**config.mk**
```make
export PLATFORM = sky130hd
export DESIGN_NAME = rvfi_commit_queue
export DESIGN_NICKNAME = d
export VERILOG_FILES = /design/src/rtl/rvfi_commit_queue.sv
export SDC_FILE = /design/constraint.sdc
export NUM_CORES = 2
export LEC_CHECK = 0
export BUFFER_PORTS_ARGS = -buffer_cell sky130_fd_sc_hd__buf_2
export CAP_MARGIN = 20
export CELL_PAD_IN_SITES_DETAIL_PLACEMENT = 1
export CELL_PAD_IN_SITES_GLOBAL_PLACEMENT = 2
export CORE_MARGIN = 4
export CORE_UTILIZATION = 30
export DETAILED_ROUTE_END_ITERATION = 16
export PLACE_DENSITY = 0.68
export SKIP_LAST_GASP = 1
export SLEW_MARGIN = 20
export SYNTH_ARGS = -nofsm -noshare
export SYNTH_HDL_FRONTEND = slang
export SYNTH_SLANG_ARGS = --single-unit
```
**constraint.sdc**
```tcl
create_clock -name clk -period 2.92 [get_ports clk]
set_clock_uncertainty 0.05 [all_clocks]
set_input_delay 0.146 -clock clk [delete_from_list [all_inputs] [get_ports clk]]
set_output_delay 0.146 -clock clk [all_outputs]
set_load 0.02 [all_outputs]
```
**src/rtl/rvfi_commit_queue.sv**
```systemverilog
// ---------------------------------------------------------------------------
// rvfi_commit_queue
//
// In-order commit buffer sitting between the pipeline writeback stage and the
// RVFI monitor. It absorbs bursts of retiring instructions while the monitor
// back-pressures, counts retired instructions and can optionally verify that
// consecutive commits form a continuous PC chain.
//
// Optional feature macro: RVFI_COMMIT_ORDER_CHECK_EN
//   defined   : PC-continuity checker drives the sticky order_err output
//   undefined : no checker logic, order_err tied to 0
//
// Ports:
//   clk           clock, all state updates on the rising edge
//   rst           asynchronous active-low reset
//   in_valid      writeback offers a commit record
//   in_ready      queue can accept a record (not full)
//   in_pc_rdata   PC of the committing instruction
//   in_pc_wdata   next PC after the committing instruction
//   in_payload    remaining monitor fields (opaque)
//   out_valid     head entry available (not empty)
//   out_ready     monitor consumes the head entry
//   out_pc_rdata  head entry pc_rdata
//   out_pc_wdata  head entry pc_wdata
//   out_payload   head entry payload
//   flush         synchronous clear of all entries (beats push and pop)
//   count         current occupancy
//   full          count == DEPTH
//   empty         count == 0
//   retired       number of pops since reset, wraps silently
//   order_err     sticky PC-continuity error
// ---------------------------------------------------------------------------
module rvfi_commit_queue #(
    parameter int DEPTH     = 8,
    parameter int PAYLOAD_W = 256,
    parameter int CNT_W     = 64
) (
    input  logic                         clk,
    input  logic                         rst,
    input  logic                         in_valid,
    output logic                         in_ready,
    input  logic [31:0]                  in_pc_rdata,
    input  logic [31:0]                  in_pc_wdata,
    input  logic [PAYLOAD_W-1:0]         in_payload,
    output logic                         out_valid,
    input  logic                         out_ready,
    output logic [31:0]                  out_pc_rdata,
    output logic [31:0]                  out_pc_wdata,
    output logic [PAYLOAD_W-1:0]         out_payload,
    input  logic                         flush,
    output logic [$clog2(DEPTH+1)-1:0]   count,
    output logic                         full,
    output logic                         empty,
    output logic [CNT_W-1:0]             retired,
    output logic                         order_err
);

    localparam int PTR_W = $clog2(DEPTH);
    localparam int OCC_W = $clog2(DEPTH+1);

    localparam logic [PTR_W-1:0] PTR_LAST = PTR_W'(DEPTH - 1);
    localparam logic [OCC_W-1:0] OCC_FULL = OCC_W'(DEPTH);

    // Storage. Reset to zero so the head data is never X, which rules out a
    // block-RAM mapping; the array is small enough to live in fabric flops.
    logic [31:0]          pc_rdata_mem_reg [DEPTH];
    logic [31:0]          pc_wdata_mem_reg [DEPTH];
    logic [PAYLOAD_W-1:0] payload_mem_reg  [DEPTH];

    logic [PTR_W-1:0] head_reg;
    logic [PTR_W-1:0] tail_reg;
    logic [OCC_W-1:0] count_reg;
    logic [CNT_W-1:0] retired_reg;

    logic [PTR_W-1:0] head_next;
    logic [PTR_W-1:0] tail_next;
    logic [OCC_W-1:0] count_next;

    logic push;
    logic pop;

    // ------------------------------------------------------------------
    // Handshake qualification
    // ------------------------------------------------------------------
    assign full      = (count_reg == OCC_FULL);
    assign empty     = (count_reg == '0);
    assign in_ready  = !full;
    assign out_valid = !empty;

    // Flush wins: a transfer that coincides with it simply never happened.
    assign push = in_valid && in_ready && !flush;
    assign pop  = out_valid && out_ready && !flush;

    // Head data straight out of storage; no fall-through path from the input.
    assign out_pc_rdata = pc_rdata_mem_reg[head_reg];
    assign out_pc_wdata = pc_wdata_mem_reg[head_reg];
    assign out_payload  = payload_mem_reg[head_reg];

    assign count   = count_reg;
    assign retired = retired_reg;

    // ------------------------------------------------------------------
    // Pointer / occupancy next-state
    // ------------------------------------------------------------------
    always_comb begin
        head_next  = head_reg;
        tail_next  = tail_reg;
        count_next = count_reg;
        if (flush) begin
            head_next  = '0;
            tail_next  = '0;
            count_next = '0;
        end else begin
            if (pop) begin
                head_next = (head_reg == PTR_LAST) ? '0 : head_reg + 1'b1;
            end
            if (push) begin
                tail_next = (tail_reg == PTR_LAST) ? '0 : tail_reg + 1'b1;
            end
            case ({push, pop})
                2'b10:   count_next = count_reg + 1'b1;
                2'b01:   count_next = count_reg - 1'b1;
                default: count_next = count_reg;
            endcase
        end
    end

    always_ff @(posedge clk or negedge rst) begin
        if (!rst) begin
            head_reg    <= '0;
            tail_reg    <= '0;
            count_reg   <= '0;
            retired_reg <= '0;
        end else begin
            head_reg  <= head_next;
            tail_reg  <= tail_next;
            count_reg <= count_next;
            if (pop) begin
                retired_reg <= retired_reg + 1'b1;
            end
        end
    end

    // ------------------------------------------------------------------
    // Storage write port
    // ------------------------------------------------------------------
    always_ff @(posedge clk or negedge rst) begin
        if (!rst) begin
            for (int i = 0; i < DEPTH; i++) begin
                pc_rdata_mem_reg[i] <= '0;
                pc_wdata_mem_reg[i] <= '0;
                payload_mem_reg[i]  <= '0;
            end
        end else if (push) begin
            pc_rdata_mem_reg[tail_reg] <= in_pc_rdata;
            pc_wdata_mem_reg[tail_reg] <= in_pc_wdata;
            payload_mem_reg[tail_reg]  <= in_payload;
        end
    end

    // ------------------------------------------------------------------
    // PC continuity checker
    // ------------------------------------------------------------------
`ifdef RVFI_COMMIT_ORDER_CHECK_EN
    logic [31:0] prev_wdata_reg;
    logic        have_prev_reg;
    logic        order_err_reg;

    always_ff @(posedge clk or negedge rst) begin
        if (!rst) begin
            prev_wdata_reg <= '0;
            have_prev_reg  <= 1'b0;
            order_err_reg  <= 1'b0;
        end else if (flush) begin
            // The stream restarts after a flush, so the next pop has no
            // predecessor to compare against.
            have_prev_reg <= 1'b0;
        end else if (pop) begin
            if (have_prev_reg && (out_pc_rdata != prev_wdata_reg)) begin
                order_err_reg <= 1'b1;
            end
            prev_wdata_reg <= out_pc_wdata;
            have_prev_reg  <= 1'b1;
        end
    end

    assign order_err = order_err_reg;
`else
    assign order_err = 1'b0;
`endif

endmodule

```
; ---- Word level (Yosys, flattened, before mapping)
; Cells that the tools add are included.
; W data, S select, Z words.
[op_classes]
addsub = 5
reduce_logical = 12
magnitude_cmp = 3
n_mux = 24
bitwise_logic = 2
n_eq_ne = 5
[ops]
columns = cell, count
row1 = $bwmux W2048, 1
row2 = $bmux W256 S3, 1
row3 = $demux W256 S3, 1
row4 = $mux W256, 3
row5 = $bwmux W256, 2
row6 = $bmux W32 S3, 2
row7 = $mux W32, 5
row8 = $demux W32 S3, 1
row9 = $add A64 B1 Y64 const B, 1
row10 = $mux W3, 6
row11 = $ge A4 B4 Y1 const B, 2
row12 = $not A3 Y4, 2
row13 = $pmux W4 S2, 1
row14 = $add A3 B1 Y3 const B, 2
row15 = $eq A3 B3 Y1 const B, 2
row16 = $logic_and A1 B1 Y1, 5
row17 = $add A4 B1 Y4 const B, 1
row18 = $eq A4 B4 Y1 const B, 1
row19 = $logic_not A4 Y1, 1
row20 = $lt A4 B1 Y1 const B, 1
row21 = $mux W4, 1
row22 = $reduce_bool A2 Y1, 2
row23 = $sub A4 B1 Y4 const B, 1
row24 = $logic_not A1 Y1, 3
row25 = 3 further kinds, 3
[totals]
register_bits = 2634

; ---- Longest topological paths before layout
[depth]
ltp_word = 7
mapped_depth = 10

; ---- Worst setup path before layout
; No wires, ideal clock.
[synth_path]
kind = register to register
startpoint = reg count_reg[1] (netlist: count[1])
endpoint = reg count_reg[3] (netlist: count[3])
path_stages_with_launch = 11
arrival_ps = 2582
required_ps = 2738
period_less_slack_ps = 2764
setup_slack_ps = 156
path_cell_list = dfrtp_1 or4b_1 buf_2 a21o_1 nor2_1 ha_1 a21o_1 a21oi_1 mux2i_1 xnor2_1 nor2_1
[synth_between]
elab_chain_cells = 7
word_cells_on_any_way = 15
cone_classes = 2 x add/sub / 3 x eq/ne / 2 x mux / 8 x reduce/logical
[synth_lines]
columns = item, line
row1 = "start, declared", 72  ; logic [OCC_W-1:0] count_reg;
row2 = "start signal, assigned", 137  ; count_reg <= count_next;
row3 = $eq A4 B4 Y1 (*), 85  ; assign full = (count_reg == OCC_FULL);
row4 = $logic_not A1 Y1 (*), 87  ; assign in_ready = !full;
row5 = named net in_ready, 41  ; output logic in_ready,
row6 = $logic_and A1 B1 Y1 (*) (2 in a row), 91  ; assign push = in_valid && in_ready && !flush;
row7 = $eq A2 B1 Y1 / $eq A2 B2 Y1 (equally long branches), 120  ; case ({push, pop})
row8 = $pmux W4 S2, 120
row9 = $mux W4, 109  ; if (flush) begin
; Mark *: on every way through the listed nets, which the timed path passes. The rest lies on a longest branch.
; A chain may end at the register's enable or synchronous reset.

; ---- Worst setup path in the final report
[layout_path]
startpoint = reg head_reg[0]
endpoint = out out_payload[247]
[layout_between]
elab_chain_cells = 4
[layout_lines]
columns = item, line
row1 = "start, declared", 70  ; logic [PTR_W-1:0] head_reg;
row2 = "start signal, assigned", 135  ; head_reg <= head_next;
row3 = $not A3 Y4 (implied by the code), 97  ; assign out_payload = payload_mem_reg[head_reg];
row4 = $bmux W256 S3, 97
row5 = $mux W256 (implied by the code) (2 in a row), 97
row6 = "end, declared", 49  ; output logic [PAYLOAD_W-1:0] out_payload,
; No other way between the ends. The select of a mux whose other input is x is not followed.

==> flow_summary.ini <==
[logic_synthesis]
yosys_warnings = 0
synth.yosys.seq_area_share = 0.558
synth_fa_ha_area_frac = 0.000911
netlist_area_mm2 = 0.118
syn-instance-count = 6907
synth_xor_area_frac = 0.00489
synthMuxAreaShare = 0.406
syn_nets = 7240
ys_seq_elements = 2634
ys_types = 35
yosys.area_share.simple = 0.00764
synth_compound_area_frac = 0.000604
synth_top_family_by_area = multiplexers
syn_avg_cell_area_um2 = 17.1

[grt]
grt_max_degree = 106
globalRouteOverflowTotal = 0
antenna_found_initial = 67
grt_pass1_vias = 78866
grt_usage = 0.172
grt_pass1_wl_mm = 533

[sta]
maxSlewViolCount = 0
rsz0062_at_grt = yes
setup_viol = 320
fin_hold_ws_ns = 0.0869
fmax_mhz = 300
worst_pin_slew_ns = 0.891
finalWorstSetupSlack_ns = -0.416
fin_crit_sh = 1.14
slew-limit-headroom = 0.406
report.final.hold_viol_count = 0
setup_tns_ns = -93.95
layout_min_cycle_time_ns = 3.34

[power]
switchingPower_w = 0.0432
p_leak_nw = 68.5
internal-power_w = 0.0959
power_density_mw_per_mm2 = 925
netSwitchingFraction = 0.311
combPwrFrac = 0.349
vdd.ir_drop.worst_mv = 0.674
seq_power_share = 0.359
clockPowerShare = 0.293

[finish]
fin_util = 0.383
final_cell_mix = dfrtp_1, mux2_2, mux4_2
drive_gt1_frac = 0.604
largest_reg_flops = 2048
stdcell_count = 13919
nets = 8741
final_common_cell = dfrtp_1
syn_to_final_growth_pct = 27.4

[flow_run]
maxCapViolations = 0

[detailed_routing]
postRouteAntennaNets = 0
drc = 0
viasPerCell = 4.93
vias = 68668
wl_per_cell_um = 25.6
routed_wl_mm = 357
firstDrtPassIters = 7
drtIter0Drc = 3138

[hold_path]
whs_endpoint = payload_mem_reg[704]
min_from = in_payload[192]
hold_path_depth = 3
holdCritPathClass = in -> reg

[critical_path]
r2r-end = payload_mem_reg[545]
cp.arrival_ns = 3.14
rr_worst_depth = 8
cp_common_cell = buf_16
slowest_stage = mux4_2
crit_buf_inv = 5
critPathLaunchType = register
worstSetupPathType = reg -> out
cp_max_fo = 10
crit_path_end_kind = output pin
worst_ep_required_time_ns = 2.72
crit_chain = buf_12 -> buf_16 -> buf_16 -> clkbuf_16 -> mux4_2 -> mux2_2 -> buf_2
cpPeakStageDelay_ns = 0.52
reg2reg_from = count[0]
rrSetupSlack_ns = 0.03
critPathTopFamily = buffers and inverters

[die]
die_y_um = 635
die_area_mm2 = 0.404
die_width_um = 635
num_rows = 230
start_util = 0.301
io_pins = 718
coreArea_mm2 = 0.392

[place]
globalplace.congestion = 0.750
dp_hpwl_mm = 223
port-buffer-count = 716
dp_slack_ns = 0.0951
placed_cells = 12732

[clock_tree]
cts_root_buffer = clkbuf_16
numCtsBuffers = 315
numClockSinks = 2634
cts_tree = built
htree_levels = 5
clock_latency_ns = 0.91
clk_pin_slew_ns = 0.06
clockBufferDepth = 4

[outcome]
violations = negative setup slack
outcome = finished, violations left
-- how the worst max path moves through the flow --
stage / start / end / slack (ns) / cells after the start
6_report: head_reg[0] / out_payload[247] / -0.42 / 7
2_1_floorplan: count[1] / count[3] / 0.16 / 10
4_1_cts: head_reg[0] / out_payload[9] / -0.58 / 5
5_1_grt: head_reg[0] / out_payload[247] / -0.54 / 7
3_5_place_dp: count[1] / payload_mem_reg[566] / 0.1 / 8
3_3_place_gp: count[1] / count[3] / 0.03 / 9
-- layer usage --
metal,vias up,track usage,part of all wire
li1,29026,-,-
met1,37843,0.222,0.43
met2,1250,0.293,0.50
met3,527,0.0292,0.039
met4,22,0.0553,0.034
met5,-,0,0.00042
-- per-stage QoR --
step	instance area, um2	power (W)
final	150000	0.139
after detailed placement	131000	0.0923
after floorplan	118000	0.0761
after global routing	150000	0.146
after CTS	149000	0.138
after global placement	131000	0.0904
-- cell type report --
cell class | instances | area, um2
fill | 39002 | 242000
sequential | 2634 | 65900
multi-input combinational | 3789 | 50200
timing repair buffer | 1652 | 16800
clock buffer | 463 | 9410
tap | 5220 | 6530
clock inverter | 111 | 1430
antenna | 34 | 85.1
inverter | 16 | 60.1
-- power by group through the flow --
stage	Sequential, W	Clock [W]	Combinational (W)
finish	0.0499	0.0407	0.0485
global route	0.0509	0.0437	0.0513
CTS	0.0498	0.0421	0.0462
detailed placement	0.0505	0	0.0419
global placement	0.0495	0	0.0409
floorplan	0.0487	0	0.0275
-- cells in the mapped netlist --
master | instances | share of area
a211oi_1 | 1 | 0.000064
a21o_1 | 2 | 0.00013
a21oi_1 | 8 | 0.00034
and2_1 | 3 | 0.00016
and3_1 | 4 | 0.00021
and4b_1 | 1 | 0.000085
buf_1 | 42 | 0.0013
buf_2 | 204 | 0.0086
buf_4 | 56 | 0.0036
buf_6 | 35 | 0.0033
clkbuf_1 | 131 | 0.0042
conb_1 | 1 | 0.000032
dfrtp_1 | 2634 | 0.56
fa_1 | 1 | 0.00017
ha_1 | 7 | 0.00074
inv_1 | 16 | 0.00051
mux2_2 | 2580 | 0.25
mux2_4 | 300 | 0.038
mux2i_1 | 1 | 0.000085
mux4_2 | 640 | 0.12
nand2_1 | 38 | 0.0012
nand2b_1 | 3 | 0.00016
nand3_1 | 29 | 0.0012
nand3b_1 | 1 | 0.000064
nand4_1 | 19 | 0.0010
nor2_1 | 34 | 0.0011
nor2b_1 | 2 | 0.00011
nor3_1 | 22 | 0.00093
nor3b_1 | 2 | 0.00013
nor4_1 | 20 | 0.0011
o41ai_1 | 1 | 0.000074
or4_1 | 2 | 0.00013
or4b_1 | 1 | 0.000085
xnor2_1 | 27 | 0.0020
xor2_1 | 39 | 0.0029
-- worst min-delay path, cell delays in order --
cell and delay [ns]:
dlygate4sd3_1 0.53, buf_2 0.18, mux2_4 0.16
-- timing repair --
item	4_1_cts	5_1_grt
pin swaps	0	0
cloned	26	31
buffers inserted	40	26
hold endpoints to repair	4208	0
gates resized for setup	205	338
hold buffers	464	0
setup endpoints to repair	322	343
-- logic make-up after synthesis --
logic type | after synthesis
multiplexers | 3521
XOR/XNOR | 66
AND/OR/NAND/NOR | 181
AO/OA/AOI/OAI | 12
other | 1
buffers and inverters | 484
adder cells (fa/ha/maj) | 8
flip-flops | 2634
Power figures use the tool's default switching activity.
